`src/rtl/lsu_pkg.sv`:
```
// Purpose: shared types and constants for the load/store unit.
// Latency: n/a (types only).
// Backpressure: n/a.
package lsu_pkg;

    typedef enum logic [1:0] {
        ST_IDLE = 2'd0,
        ST_REQ  = 2'd1,
        ST_DONE = 2'd2
    } lsu_state_e;

    // Access size as selected by the B bit of the transfer.
    typedef enum logic {
        SZ_WORD = 1'b0,
        SZ_BYTE = 1'b1
    } lsu_size_e;

    localparam logic [3:0] BE_WORD = 4'b1111;
    localparam logic [3:0] BE_NONE = 4'b0000;

endpackage

```
`src/rtl/lsu_lane_align.sv`:
```
// Purpose: byte-lane steering for stores and lane rotate/extract for loads.
// Latency: combinational.
// Backpressure: none.
// Ports: lane/size select the lane; store_data -> be/wdata; rdata -> load_data.
module lsu_lane_align
    import lsu_pkg::*;
(
    input  logic [1:0]  lane,
    input  lsu_size_e   size,
    input  logic [31:0] store_data,
    input  logic [31:0] rdata,
    output logic [3:0]  be,
    output logic [31:0] wdata,
    output logic [31:0] load_data
);

    logic [31:0] rot;

    always_comb begin
        be    = BE_WORD;
        wdata = store_data;
        if (size == SZ_BYTE) begin
            be    = 4'b0001 << lane;
            wdata = {4{store_data[7:0]}};
        end

        // Rotate right by 8*lane so the addressed byte lands in bits [7:0].
        case (lane)
            2'd1:    rot = {rdata[7:0],  rdata[31:8]};
            2'd2:    rot = {rdata[15:0], rdata[31:16]};
            2'd3:    rot = {rdata[23:0], rdata[31:24]};
            default: rot = rdata;
        endcase

        load_data = (size == SZ_BYTE) ? {24'h0, rot[7:0]} : rot;
    end

endmodule

```
`src/rtl/load_store_unit.sv`:
```
// Purpose: multicycle data-memory stage: address generation, one req/ack access, writeback results.
// Latency: start to done in 2 cycles minimum; REQ lasts until mem_ack or TIMEOUT_CYCLES cycles.
// Backpressure: start ignored while busy; REQ held until mem_ack or timeout abort.
// Ports: execute-side operands in, mem_* request/ack port, writeback-side results out.
module load_store_unit
    import lsu_pkg::*;
#(
    parameter int unsigned TIMEOUT_CYCLES = 255
) (
    input  logic        clk,
    input  logic        nreset,
    input  logic        start,
    input  logic [31:0] base,
    input  logic [31:0] offset,
    input  logic        up_down,
    input  logic        pre_post,
    input  logic        byte_word,
    input  logic        load_store,
    input  logic        write_back,
    input  logic [3:0]  rd,
    input  logic [3:0]  rn,
    input  logic [31:0] store_data,
    output logic        mem_req,
    output logic        mem_we,
    output logic [31:0] mem_addr,
    output logic [3:0]  mem_be,
    output logic [31:0] mem_wdata,
    input  logic        mem_ack,
    input  logic [31:0] mem_rdata,
    output logic        busy,
    output logic        done,
    output logic        err,
    output logic        rd_we,
    output logic [3:0]  rd_addr,
    output logic [31:0] load_data,
    output logic        base_we,
    output logic [3:0]  base_addr,
    output logic [31:0] base_data
);

    // Counter value in the last REQ cycle allowed before abort.
    localparam logic [7:0] TMO_LAST = 8'(TIMEOUT_CYCLES - 1);

    lsu_state_e  state;
    logic [7:0]  tmo_cnt;
    logic [1:0]  lane_q;
    lsu_size_e   size_q;
    logic        load_q;
    logic        base_wb_q;
    logic [31:0] offset_addr_q;

    logic [31:0] offset_addr;
    logic [31:0] ea;
    logic        base_wb_next;
    logic [1:0]  align_lane;
    lsu_size_e   align_size;
    logic [3:0]  align_be;
    logic [31:0] align_wdata;
    logic [31:0] align_load;

    always_comb begin
        offset_addr  = up_down ? (base + offset) : (base - offset);
        ea           = pre_post ? offset_addr : base;
        // A load into the base register itself keeps the loaded value.
        base_wb_next = (~pre_post | write_back) & ~(load_store & (rd == rn));
        // The aligner serves the store path at launch and the load path in REQ.
        align_lane   = (state == ST_IDLE) ? ea[1:0] : lane_q;
        align_size   = (state == ST_IDLE) ? (byte_word ? SZ_BYTE : SZ_WORD) : size_q;
    end

    lsu_lane_align u_align (
        .lane       (align_lane),
        .size       (align_size),
        .store_data (store_data),
        .rdata      (mem_rdata),
        .be         (align_be),
        .wdata      (align_wdata),
        .load_data  (align_load)
    );

    always_ff @(posedge clk) begin
        if (nreset) begin
            state         <= ST_IDLE;
            tmo_cnt       <= 8'h0;
            lane_q        <= 2'b00;
            size_q        <= SZ_WORD;
            load_q        <= 1'b0;
            base_wb_q     <= 1'b0;
            offset_addr_q <= 32'h0;
            mem_req       <= 1'b0;
            mem_we        <= 1'b0;
            mem_addr      <= 32'h0;
            mem_be        <= BE_NONE;
            mem_wdata     <= 32'h0;
            busy          <= 1'b0;
            done          <= 1'b0;
            err           <= 1'b0;
            rd_we         <= 1'b0;
            rd_addr       <= 4'h0;
            load_data     <= 32'h0;
            base_we       <= 1'b0;
            base_addr     <= 4'h0;
            base_data     <= 32'h0;
        end else begin
            // Completion outputs are single-cycle pulses.
            done      <= 1'b0;
            err       <= 1'b0;
            rd_we     <= 1'b0;
            base_we   <= 1'b0;
            load_data <= 32'h0;
            case (state)
                ST_IDLE: begin
                    if (start) begin
                        state         <= ST_REQ;
                        busy          <= 1'b1;
                        tmo_cnt       <= 8'h0;
                        lane_q        <= ea[1:0];
                        size_q        <= byte_word ? SZ_BYTE : SZ_WORD;
                        load_q        <= load_store;
                        base_wb_q     <= base_wb_next;
                        offset_addr_q <= offset_addr;
                        rd_addr       <= rd;
                        base_addr     <= rn;
                        mem_req       <= 1'b1;
                        mem_we        <= ~load_store;
                        mem_addr      <= {ea[31:2], 2'b00};
                        mem_be        <= align_be;
                        mem_wdata     <= align_wdata;
                    end
                end
                ST_REQ: begin
                    // Ack takes priority over a simultaneous timeout.
                    if (mem_ack) begin
                        state     <= ST_DONE;
                        mem_req   <= 1'b0;
                        mem_we    <= 1'b0;
                        done      <= 1'b1;
                        rd_we     <= load_q;
                        base_we   <= base_wb_q;
                        load_data <= load_q ? align_load : 32'h0;
                        base_data <= offset_addr_q;
                    end else if (tmo_cnt == TMO_LAST) begin
                        state   <= ST_DONE;
                        mem_req <= 1'b0;
                        mem_we  <= 1'b0;
                        done    <= 1'b1;
                        err     <= 1'b1;
                    end else begin
                        tmo_cnt <= tmo_cnt + 8'd1;
                    end
                end
                ST_DONE: begin
                    state <= ST_IDLE;
                    busy  <= 1'b0;
                end
                default: begin
                    state <= ST_IDLE;
                    busy  <= 1'b0;
                end
            endcase
        end
    end

endmodule

```
`config.mk`:
```
export PLATFORM = sky130hd
export DESIGN_NAME = load_store_unit
export DESIGN_NICKNAME = d
export VERILOG_FILES = /design/src/rtl/lsu_pkg.sv /design/src/rtl/lsu_lane_align.sv /design/src/rtl/load_store_unit.sv
export SDC_FILE = /design/constraint.sdc
export NUM_CORES = 1
export LEC_CHECK = 0
export BUFFER_PORTS_ARGS = -buffer_cell sky130_fd_sc_hd__buf_2
export CORE_UTILIZATION = 48
export DETAILED_ROUTE_END_ITERATION = 10
export MAX_ROUTING_LAYER = met4
export PLACE_DENSITY = 0.78
export SYNTH_ARGS = -nofsm -noshare
export SYNTH_HDL_FRONTEND = slang
export SYNTH_HIERARCHICAL = 1
export SYNTH_SLANG_ARGS = --single-unit
```
`constraint.sdc`:
```
create_clock -name clk -period 4.6 [get_ports clk]
set_input_delay 0.92 -clock clk [delete_from_list [all_inputs] [get_ports clk]]
set_output_delay 0.92 -clock clk [all_outputs]
set_load 0.02 [all_outputs]
```
==> summary.md, run 1 <==
| Metric | Value |
|---|---|
| Int Pwr | `about 3 mW` |
| First-pass GRT wire length | `roughly 47,000 µm` |
| Ys Warns | `6` |
| Starting Density | `roughly half` |
| H-tree levels | `4` |
| Final net count | `1,759` |
| Outcome | `completed` |
| Final setup vio count | `0` |
| CTS Buffer Depth | `2` |
| Max-Cap Viols | `0` |
| CTS sink cnt | `~190` |
| Core area | `0.0212 mm²` |
| Max VDD drop | `204 µV` |
| CTS clk-pin slew, worst paths | `about 0.07 ns` |
| I/O pin cnt | `292` |
| DR pass1 iterations | `5` |
| Pwr Density | `~360 mW/mm²` |
| CP max FO | `3` |
| Hold Slack | `about 0.45 ns` |
| Largest net degree at the start of global routing | `a little under 80` |
| Sequential Power Share | `between 30% and 40%` |
| Reg-to-reg critical path startpoint | `state[1]` |
| Slowest stage cell, crit path | `or4_4` |
| Top Family by Delay on Critical Path | `simple AND/OR/NAND/NOR gates` |
| Die X-Extent | `roughly 150 µm` |
| Final period util | `between 90% and 100%` |
| CP Buf/Inv Count | `4` |
| Clock Latency Late Sink | `0.44 ns` |
| Hold path start | `offset_addr_q[23]` |
| Final HPWL DP | `22,500 µm` |
| Post-DRT Antenna Nets | `0` |
| CTS tree | `done` |
| Switch share | `33.9%` |
| Synth cell types | `73` |
| Die H | `about 150 µm` |
| Clock Skews | `0.0152 ns` |
| Drt wl/cell | `between 15 and 20 µm` |
| Slew HR | `between 20% and 30%` |
| FF+latch count, synth | `192` |
| Post-synth EDFFs | `0` |
| Worst setup startpoint | `offset[0]` |
| Part of the power in the clock network | `between 30 and 40%` |
| GP Congestion | `between 0.9 and 1` |
| Initial DRC count | `507` |
| Combinational power share | `~29%` |
| DRC errors left | `0` |
| Gr usage total | `between 20% and 30%` |
| Slew at the pin with the worst max-slew slack | `between 1 and 1.5 ns` |
| Vias in the first global route | `9,328` |
| Main synth FF type | `dfxtp_1` |
| GR Overflow Total | `0` |
| CP max stage delay | `approximately 0.42 ns` |
| Pre-CTS setup slack | `-0.184 ns` |
| Synthesized area per cell | `~8 µm²` |
| Hold Crit Class | `flop to flop` |
| Pleak | `~6 nW` |
| Final min period | `4.41 ns` |
| Worst setup EP type | `flop` |
| Clock root buffer | `clkbuf_16` |
| Initial antenna violation count | `1` |
| PnR worst setup slack | `0.193 ns` |
| Max Transition Viols Final | `0` |
| Rows | `53` |
| Final hold viol count | `0` |
| Async SR Flop Fraction | `0%` |
| Post-Syn Instances | `around 1.3k` |
| Seq/Total Area, Yosys | `roughly 37%` |
| Post-Synthesis Cell Area | `about 0.010 mm²` |
| Vias/cell | `5.49` |
| IO Port Bufs | `between 200 and 300` |
| WL final | `roughly 30,000 µm` |
| Crit-path cells | `buf_2 -> inv_1 -> ha_1 -> nand2b_1 -> or4_4 -> or2_4 -> nor2b_2 -> nand3b_1 -> buf_6 -> nor3_2 -> nor2_1 -> xor2_1 -> ha_1 -> a21oi_2 -> o21ai_2 -> a41oi_1 -> a21oi_1 -> a311oi_1 -> buf_4 -> o21ai_1 -> xnor2_1 -> o21ai_1` |
| Sw Pwr | `~1.6 mW` |
| Fin Setup TNS | `0 ns` |
| Max Freq | `about 0.23 GHz` |
| Arr. time, crit path | `4.73 ns` |
| Crit path kind | `input pin to flop` |
| DR vias | `approximately 10k` |
| Layout cells sized above 1 | `around a quarter` |
| CP required | `4.92 ns` |
| Element type at the critical path start | `input pin` |
| Total CTS buffers | `17` |
| Area Growth Syn to Fin | `23.2%` |
| Area of the die | `0.0223 mm²` |
| Fin util | `between 60% and 70%` |
synth_stat cells (all sizes together) (3+ instances only):
library cell / number / area, µm²
o21ai: 73 / 365
nand2b: 9 / 56.3
o2111ai: 3 / 26.3
a211oi: 15 / 113
or4: 4 / 30.0
nor4b: 3 / 41.3
ha: 41 / 513
mux2: 3 / 33.8
nor4: 7 / 50.1
clkbuf: 66 / 278
or3: 7 / 43.8
nor2: 75 / 282
and2: 39 / 245
nand2: 242 / 908
o22ai: 24 / 181
a31oi: 16 / 121
buf: 26 / 226
a21oi: 171 / 867
o21a: 5 / 37.5
nor2b: 10 / 65.1
nor3: 11 / 60.1
nand4: 12 / 75.1
o211ai: 6 / 45.0
a21o: 10 / 77.6
mux2i: 66 / 661
and4: 3 / 27.5
o311ai: 3 / 26.3
xor2: 43 / 377
xnor2: 23 / 201
inv: 38 / 143
a311oi: 5 / 50.0
dfxtp: 192 / 3840
nand3: 11 / 55.1
and3: 4 / 25.0
o21bai: 4 / 30.0
power groups by stage:
| stage | logic (mW) | clock network, mW | registers [mW] |
|---|---|---|---|
| 2_1_floorplan | 0.822 | 0 | 1.93 |
| 3_3_place_gp | 1.29 | 0 | 1.86 |
| 3_5_place_dp | 1.31 | 0 | 1.86 |
| 4_1_cts | 1.32 | 1.52 | 1.82 |
| 5_1_grt | 1.46 | 1.59 | 1.84 |
| 6_report | 1.34 | 1.50 | 1.83 |
registers in the layout, summed over array words and instances, names as in the netlist:
signal         count
mem_be             4
base_wb_q          1
tmo_cnt            8
rd_addr            4
state              2
base_we            1
base_data         32
load_q             1
mem_wdata         32
size_q             1
done               1
base_addr          4
lane_q             2
err                1
mem_req            1
rd_we              1
mem_we             1
load_data         32
mem_addr          30
busy               1
offset_addr_q     32
kinds of logic (layout without fill, tap and decap cells):
kind of cell / after synthesis / count (layout) / share of synthesized area [%]
AO/OA/AOI/OAI: 348 / 348 / 19.9
XOR/XNOR: 66 / 66 / 5.56
adder cells (fa/ha/maj): 42 / 42 / 5.13
buffers and inverters: 131 / 421 / 6.26
flip-flops: 192 / 192 / 37.0
multiplexers: 69 / 69 / 6.68
other: 1 / 3 / 0.0361
AND/OR/NAND/NOR: 445 / 445 / 19.5
what timing repair did:
item	4_1_cts	5_1_grt
setup buffers	0	2
setup endpoints to repair	0	9
gates resized for setup	0	16
hold buffers	0	0
worst register-to-register path, cell delays in order (launching register included):
cell and delay [ns]:
dfxtp_1 0.33, nor2_1 0.21, mux2_2 0.58, nand2b_1 0.87, o22ai_1 0.23, and2_1 0.20
final cells by class:
type / count / area (µm²)
fill: 1940 / 8340
multi-input combinational: 972 / 5980
sequential: 192 / 3840
timing repair buffer: 350 / 1910
clock buffer: 19 / 443
tap: 275 / 344
inverter: 39 / 146
clock inverter: 13 / 143
antenna: 1 / 2.50
cell usage in the layout (no fill, tap or decap), types with 5 or more instances in the layout:
cell       count
nor2_1        75
and2_1        37
mux2i_1       66
o21ai_1        7
o21ai_0       65
nor3_1         9
inv_8          6
a31oi_1       14
a211oi_1      15
buf_4         61
xor2_1        43
a21o_1         8
xnor2_1       23
nand3_1       11
nor2b_1        9
o21a_1         5
clkbuf_16     17
o22ai_2        5
or3_1          7
dfxtp_1      192
nand4_1       12
o22ai_1       19
o211ai_1       6
nand2_1      241
a21oi_1      167
ha_1          41
nand2b_1       9
nor4_1         5
buf_2        288
inv_1         37
layer usage:
metal	vias to the layer above	global-route usage (%)	wire, µm
li1	5011	-	-
met1	4765	33.2	13100
met3	52	4.62	1880
met2	383	44.6	14500
met4	0	9.54	728
met5	-	-	0
per-stage QoR:
| stage | std cells | cell area [µm²] | power, mW |
|---|---|---|---|
| 2_1_floorplan | 1295 | 10400 | 2.76 |
| 3_3_place_gp | 1826 | 12200 | 3.15 |
| 3_5_place_dp | 1826 | 12200 | 3.18 |
| 4_1_cts | 1858 | 12700 | 4.66 |
| 5_1_grt | 1861 | 12800 | 4.88 |
| 6_report | 1861 | 12800 | 4.67 |
final timing paths:
kind              depth (start not counted)  slack (ns)                end
setup / recovery                         22        0.19  offset_addr_q[31]
hold / removal                            2        0.45      base_data[23]
setup reg to reg                          5        2.08      load_data[20]
hold reg to reg                           2        0.45      base_data[23]
Power figures use the tool's default switching activity.
==> inputs of run 2 (changes only) <==
==> constraint.sdc (replaced) <==
create_clock -name clk -period 3.7 [get_ports clk]
set_input_delay 0.74 -clock clk [delete_from_list [all_inputs] [get_ports clk]]
set_output_delay 0.74 -clock clk [all_outputs]
set_load 0.02 [all_outputs]
==> run 2 against run 1 <==
  * The run now ends with setup timing left
  * Largest power group unchanged
  * Critical path depth shrank 2
  * Highest routed layer unchanged
  * Sequential power grew 24%
  * Die area is the same
  * Non-clock buffer count grew 97
==> summary.md, run 2 (same netlist as run 1, synthesis figures left out) <==
| Metric | Value |
|---|---|
| Hold Slack | `about 0.45 ns` |
| IO Port Bufs | `slightly below 300` |
| Gr usage total | `28.7%` |
| PnR worst setup slack | `-0.367 ns` |
| Clock Latency Late Sink | `around 0.44 ns` |
| Outcome | `finished with violations` |
| Pleak | `between 6 and 7 nW` |
| Reg-to-reg critical path startpoint | `state[1]` |
| DR pass1 iterations | `5` |
| Crit path kind | `input pin to flop` |
| Die H | `149 µm` |
| CTS sink cnt | `approximately 190` |
| Register-to-register setup slack | `between 1 and 1.5 ns` |
| Final net count | `between 1.5k and 2k` |
| Leading cell type in the layout, fill and taps excluded | `buf_2` |
| Area occupied by multi-input gates | `0.00645 mm²` |
| Clock Skews | `~0.014 ns` |
| Worst setup startpoint | `offset[0]` |
| Vias in the first global route | `between 9k and 10k` |
| Seq. cell area | `0.00384 mm²` |
| Slew at the pin with the worst max-slew slack | `approximately 0.9 ns` |
| CP max FO | `3` |
| Total chip power | `between 6 and 7 mW` |
| Final period util | `110%` |
| Max VDD drop | `slightly below 300 µV` |
| DR vias | `about 11k` |
| Worst setup EP type | `flop` |
| Total CTS buffers | `17` |
| Fillers | `between 1.5k and 2k` |
| Violated checks | `setup timing` |
| Clock root buffer | `clkbuf_16` |
| Final hold viol count | `0` |
| CTS Buffer Depth | `2` |
| Post-DP Area | `0.0129 mm²` |
| Core area | `~0.021 mm²` |
| Area Growth Syn to Fin | `35.7%` |
| Worst Reg-to-Reg Cells | `5` |
| I/O pin cnt | `a little under 300` |
| Hold Crit Class | `flop to flop` |
| Max Transition Viols Final | `0` |
| Area of the die | `0.0223 mm²` |
| Final min period | `4.07 ns` |
| Final setup vio count | `24` |
| Final instance area | `between 0.01 and 0.015 mm²` |
| CP required | `roughly 4.0 ns` |
| CTS clk-pin slew, worst paths | `0.07 ns` |
| Setup crit end | `mem_addr[27]` |
| Rows | `between 50 and 60` |
| Critical R2R Capture | `load_data[18]` |
| Drt wl/cell | `around 16 µm` |
| Slew HR | `around 39%` |
| H-tree levels | `4` |
| Starting Density | `roughly half` |
| Layout cells sized above 1 | `34.6%` |
| Vias/cell | `approximately 5.4` |
| Max Freq | `0.246 GHz` |
| Most frequent cells in the layout | `286 x buf_2, 238 x nand2_1, 192 x dfxtp_1` |
| Die X-Extent | `approximately 150 µm` |
| GR Overflow Total | `0` |
| Final HPWL DP | `23,100 µm` |
| Arr. time, crit path | `between 4 and 5 ns` |
| Largest net degree at the start of global routing | `around 130` |
| Pwr Density | `around 440 mW/mm²` |
| DRC errors left | `0` |
| Element type at the critical path start | `input pin` |
| WL final | `32,200 µm` |
| First-pass GRT wire length | `49,200 µm` |
| Initial DRC count | `approximately 850` |
| Post-DRT Antenna Nets | `0` |
| Max-Cap Viols | `0` |
| CTS tree | `done` |
| Initial antenna violation count | `1` |
| Unrepaired setup endpoints after global routing | `yes` |
| Fin util | `~67%` |
| GP Congestion | `roughly 0.93` |
| Fin Setup TNS | `-4.47 ns` |
[run 2: changes by cell type in the layout (fill, tap and decap cells not counted), sizes merged]
| cell | change |
|---|---|
| buf | +97 |
| clkbuf | -1 |
| clkinvlp | -1 |
| inv | +1 |
[run 2: worst min path at each step]
| stage | endpoint | slack (ns) | start | cells past startpoint |
|---|---|---|---|---|
| after floorplan | base_data[26] | 0.43 | offset_addr_q[26] | 2 |
| after global placement | mem_addr[2] | 0.44 | mem_addr[2] | 2 |
| after detailed placement | mem_addr[2] | 0.44 | mem_addr[2] | 2 |
| after CTS | mem_wdata[6] | 0.45 | mem_wdata[6] | 2 |
| after global routing | rd_addr[0] | 0.47 | rd_addr[0] | 2 |
| final | base_addr[0] | 0.45 | base_addr[0] | 2 |
[run 2: final cells by class]
| type | count | share of cell area [%] |
|---|---|---|
| timing repair buffer | 447 | 19.3 |
| tap | 275 | 2.44 |
| sequential | 192 | 27.2 |
| clock buffer | 18 | 3.11 |
| inverter | 39 | 1.16 |
| antenna | 1 | 0.0177 |
| clock inverter | 13 | 1.03 |
| multi-input combinational | 972 | 45.7 |
[run 2: through the flow]
step | setup slack, ns | std cells
after global placement | -0.701 | 1907
final | -0.367 | 1957
after detailed placement | -0.764 | 1907
after CTS | -0.247 | 1946
after floorplan | -0.347 | 1295
after global routing | -0.521 | 1957
[run 2: power by group]
group	internal (mW)	switching [mW]
clock network	0.975	0.898
registers	2.20	0.0684
logic	0.902	1.16
[run 2: repair_timing]
action | CTS | global route
hold buffers | 0 | 0
endpoints found under the setup margin | 34 | 41
resized for setup | 36 | 58
pin swaps | 49 | 44
setup buffers | 8 | 11
cloned | 0 | 0
endpoints found under the hold margin | 0 | 0
[run 2: critical path, cell delays in order]
cell and delay (ns):
buf_12 0.11, inv_12 0.04, ha_4 0.13, nand2b_4 0.05
or4_4 0.42, or2_4 0.27, nor2b_4 0.12, nand3b_1 0.15
nor4_2 0.29, nor2_1 0.09, xor2_1 0.18, ha_1 0.33
a21oi_2 0.17, buf_4 0.14, o21a_1 0.14, nand4_1 0.19
a311oi_4 0.44, xnor2_2 0.13, mux2i_1 0.14, a21oi_1 0.08
[run 2: layer usage]
layer / track usage [%] / share of wire [%]
met1: 35.4 / 43
met4: 9.90 / 2.2
met5: - / 0
met2: 46.9 / 49
met3: 5.23 / 6.2
==> inputs of run 3 (changes only) <==
--- a/config.mk
+++ b/config.mk
@@ -6,11 +6,11 @@
 export NUM_CORES = 1
 export LEC_CHECK = 0
 export BUFFER_PORTS_ARGS = -buffer_cell sky130_fd_sc_hd__buf_2
-export CORE_UTILIZATION = 48
+export CORE_UTILIZATION = 55
 export DETAILED_ROUTE_END_ITERATION = 10
 export MAX_ROUTING_LAYER = met4
-export PLACE_DENSITY = 0.78
+export PLACE_DENSITY = 0.85
+export SETUP_SLACK_MARGIN = 0.15
 export SYNTH_ARGS = -nofsm -noshare
 export SYNTH_HDL_FRONTEND = slang
-export SYNTH_HIERARCHICAL = 1
 export SYNTH_SLANG_ARGS = --single-unit
==> constraint.sdc (replaced) <==
create_clock -name clk -period 5 [get_ports clk]
set_input_delay 1 -clock clk [delete_from_list [all_inputs] [get_ports clk]]
set_output_delay 1 -clock clk [all_outputs]
set_load 0.02 [all_outputs]
==> run 3 against run 2 <==
  * The flow now finishes without violations
  * Worst hold slack better by 0.0011 ns
  * Worst setup slack better by 0.49 ns
  * Critical path depth fell by 2
  * Synthesized cell count shrank 9.5%
  * Critical endpoint is now mem_addr[30]
  * Largest cell class unchanged
  * Largest power group unchanged
==> summary.md, run 3 <==
| Metric | Value |
|---|---|
| Outcome | `completed` |
| Area occupied by multi-input gates | `0.00586 mm²` |
| Vias/cell | `about 5.8` |
| Seq/Total Area, Yosys | `between 30 and 40%` |
| Rows | `48` |
| GP Congestion | `between 0.9 and 1` |
| Hold Path Depth | `2` |
| Element type at the critical path start | `input pin` |
| Final hold viol count | `0` |
| WL final | `~30,000 µm` |
| DRC errors left | `0` |
| Async SR Flop Fraction | `0%` |
| Clock root buffer | `clkbuf_16` |
| Largest cells by area after synthesis | `dfxtp_1 39%, nand2_1 8.3%, mux4_2 7.3%` |
| Final period util | `between 90% and 100%` |
| Main synth FF type | `dfxtp_1` |
| Max-Cap Viols | `0` |
| Final min period | `between 4 and 5 ns` |
| Max VDD drop | `about 270 µV` |
| Arr. time, crit path | `5.22 ns` |
| Slew HR | `between 20 and 30%` |
| Hold Slack | `approximately 0.45 ns` |
| DR vias | `9,859` |
| DR pass1 iterations | `5` |
| CTS clk-pin slew, worst paths | `about 0.070 ns` |
| Layout cells sized above 1 | `between 20% and 30%` |
| Most frequent cells in the layout | `286 x buf_2, 214 x nand2_1, 192 x dfxtp_1` |
| Pwr Density | `340 mW/mm²` |
| Final net count | `1,656` |
| Initial antenna violation count | `1` |
| Final setup vio count | `0` |
| FF+latch count, synth | `roughly 190` |
| Worst setup EP type | `flop` |
| Largest net degree at the start of global routing | `84` |
| I/O pin cnt | `between 200 and 300` |
| Total CTS buffers | `17` |
| Hold_buf cts | `0` |
| Most common library cells after synthesis | `218 x nand2_1, 192 x dfxtp_1, 142 x a21oi_1` |
| Die H | `between 100 and 150 µm` |
| Post-Synthesis Cell Area | `slightly below 0.01 mm²` |
| Die X-Extent | `136 µm` |
| Combinational power share | `between 20% and 30%` |
| Sequential Power Share | `39.4%` |
| Post-synth top area share | `roughly two fifths` |
| CTS tree | `done` |
| Starting Density | `a little under three fifths` |
| First-pass GRT wire length | `approximately 46,000 µm` |
| Clock Skews | `~0.010 ns` |
| CTS sink cnt | `192` |
| Worst Reg-to-Reg Cells | `6` |
| Gr usage total | `32.5%` |
| Unrepaired setup endpoints after global routing | `yes` |
| Max Transition Viols Final | `0` |
| CP max FO | `4` |
| Post-synth EDFFs | `0` |
| Met1 usage | `between 40% and 50%` |
| Crit path kind | `input pin to flop` |
| Part of the power in the clock network | `31.7%` |
| Synthesized area per cell | `around 8.5 µm²` |
| Synth cell types | `57` |
| Seq. cell area | `0.00384 mm²` |
| Top-count cell post-synth | `nand2_1` |
| Clock Latency Late Sink | `0.43 ns` |
| Area Growth Syn to Fin | `26.9%` |
| CP required | `5.34 ns` |
| Post-DRT Antenna Nets | `0` |
| Top Usage Layer GRT | `met2` |
| Yosys top cell by area | `dfxtp_1` |
| Met3 Use GR | `under 10%` |
| Vias in the first global route | `between 9k and 10k` |
| CTS Buffer Depth | `2` |
| Area of the die | `0.0186 mm²` |
| Post-Syn Instances | `1,171` |
| Total chip power | `~4.3 mW` |
| Ys Warns | `0` |
| Int Pwr | `between 2 and 3 mW` |
| Max Freq | `~0.2 GHz` |
| Leading cell type in the layout, fill and taps excluded | `buf_2` |
| IO Port Bufs | `roughly 290` |
| Switch share | `around 33%` |
| Fin util | `a little under three quarters` |
| Final HPWL DP | `21,700 µm` |
| Slew at the pin with the worst max-slew slack | `~1.1 ns` |
| Core area | `roughly 0.017 mm²` |
| GR Overflow Total | `0` |
| Fillers | `between 1k and 1.5k` |
| Drt wl/cell | `about 17 µm` |
| Sw Pwr | `between 1 and 1.5 mW` |
| Hold Crit Class | `flop to flop` |
| Pleak | `5.66 nW` |
| H-tree levels | `4` |
| Initial DRC count | `approximately 800` |
| Met2 Use GR | `50.4%` |
[run 3: cell types whose count changed in the layout (fill, tap and decap cells not counted), moves of 24 or more]
cell / before / now
nor2b_1: 6 / 30
and2_1: 37 / 11
mux2i_1: 64 / 24
nand2_1: 238 / 214
mux4_2: 0 / 32
buf_4: 149 / 61
[run 3: timing repair]
| item | in CTS | in global routing |
|---|---|---|
| pin swaps | 3 | 4 |
| gates resized for setup | 3 | 13 |
| buffers inserted | 0 | 4 |
| setup endpoints to repair | 2 | 6 |
[run 3: per-stage QoR]
stage | TNS (ns) | instance area, µm² | instances | setup WS (ns)
after floorplan | -0.144 | 9960 | 1172 | -0.136
after global placement | -0.790 | 11900 | 1671 | -0.328
after detailed placement | -1.44 | 11900 | 1671 | -0.403
after CTS | 0 | 12500 | 1703 | 0.154
after global routing | -0.0198 | 12600 | 1708 | -0.0198
final | 0 | 12600 | 1708 | 0.126
[run 3: layout make-up]
cell class | instances | area share, %
Timing Repair Buffer | 351 | 15.5
Sequential cell | 192 | 30.6
Clock buffer | 21 | 3.66
Tap cell | 225 | 2.24
Multi-Input combinational cell | 891 | 46.6
Antenna cell | 1 | 0.0199
Clock inverter | 11 | 0.985
Inverter | 16 | 0.478
[run 3: logic make-up after synthesis]
| group | synth area share, % |
|---|---|
| AOI/OAI and AO/OA | 17.7 |
| xor gates and xnor gates | 6.01 |
| adders and majority gates | 5.38 |
| buffers and inverters | 3.46 |
| DFF | 38.8 |
| muxes | 10.1 |
| other | 0.0378 |
| and+or+nand+nor | 18.5 |
[run 3: power by group through the flow]
stage          Sequential [mW]  Combinational (mW)  Clock (mW)
2_1_floorplan             1.79               0.711           0
3_3_place_gp              1.72                1.18           0
3_5_place_dp              1.72                1.20           0
4_1_cts                   1.69                1.21        1.37
5_1_grt                   1.70                1.35        1.43
6_report                  1.69                1.24        1.36
[run 3: worst paths after layout]
path / start / to / slack, ns
setup / recovery: offset[7] / mem_addr[30] / 0.13
hold / removal: mem_wdata[3] / mem_wdata[3] / 0.45
setup reg to reg: state[1] / load_data[27] / 2.09
hold reg to reg: mem_wdata[3] / mem_wdata[3] / 0.45
[run 3: critical path, cell delays in order]
cell	delay, ns
buf_6	0.09
or4_4	0.55
nor4_4	0.17
nand2_1	0.13
nor2_4	0.17
nand2_2	0.08
nor2_1	0.12
nor2_1	0.06
xor2_1	0.16
ha_1	0.32
nand2_2	0.06
or3_1	0.37
or4_4	0.50
a221o_1	0.38
or3_4	0.34
and3b_2	0.23
mux2_4	0.28
a311oi_2	0.22
[run 3: metal layers]
layer | vias to the layer above | routed length [µm]
met5 | - | 0
met4 | 0 | 835
met3 | 60 | 2280
met2 | 464 | 13700
met1 | 4610 | 12400
li1 | 4725 | -
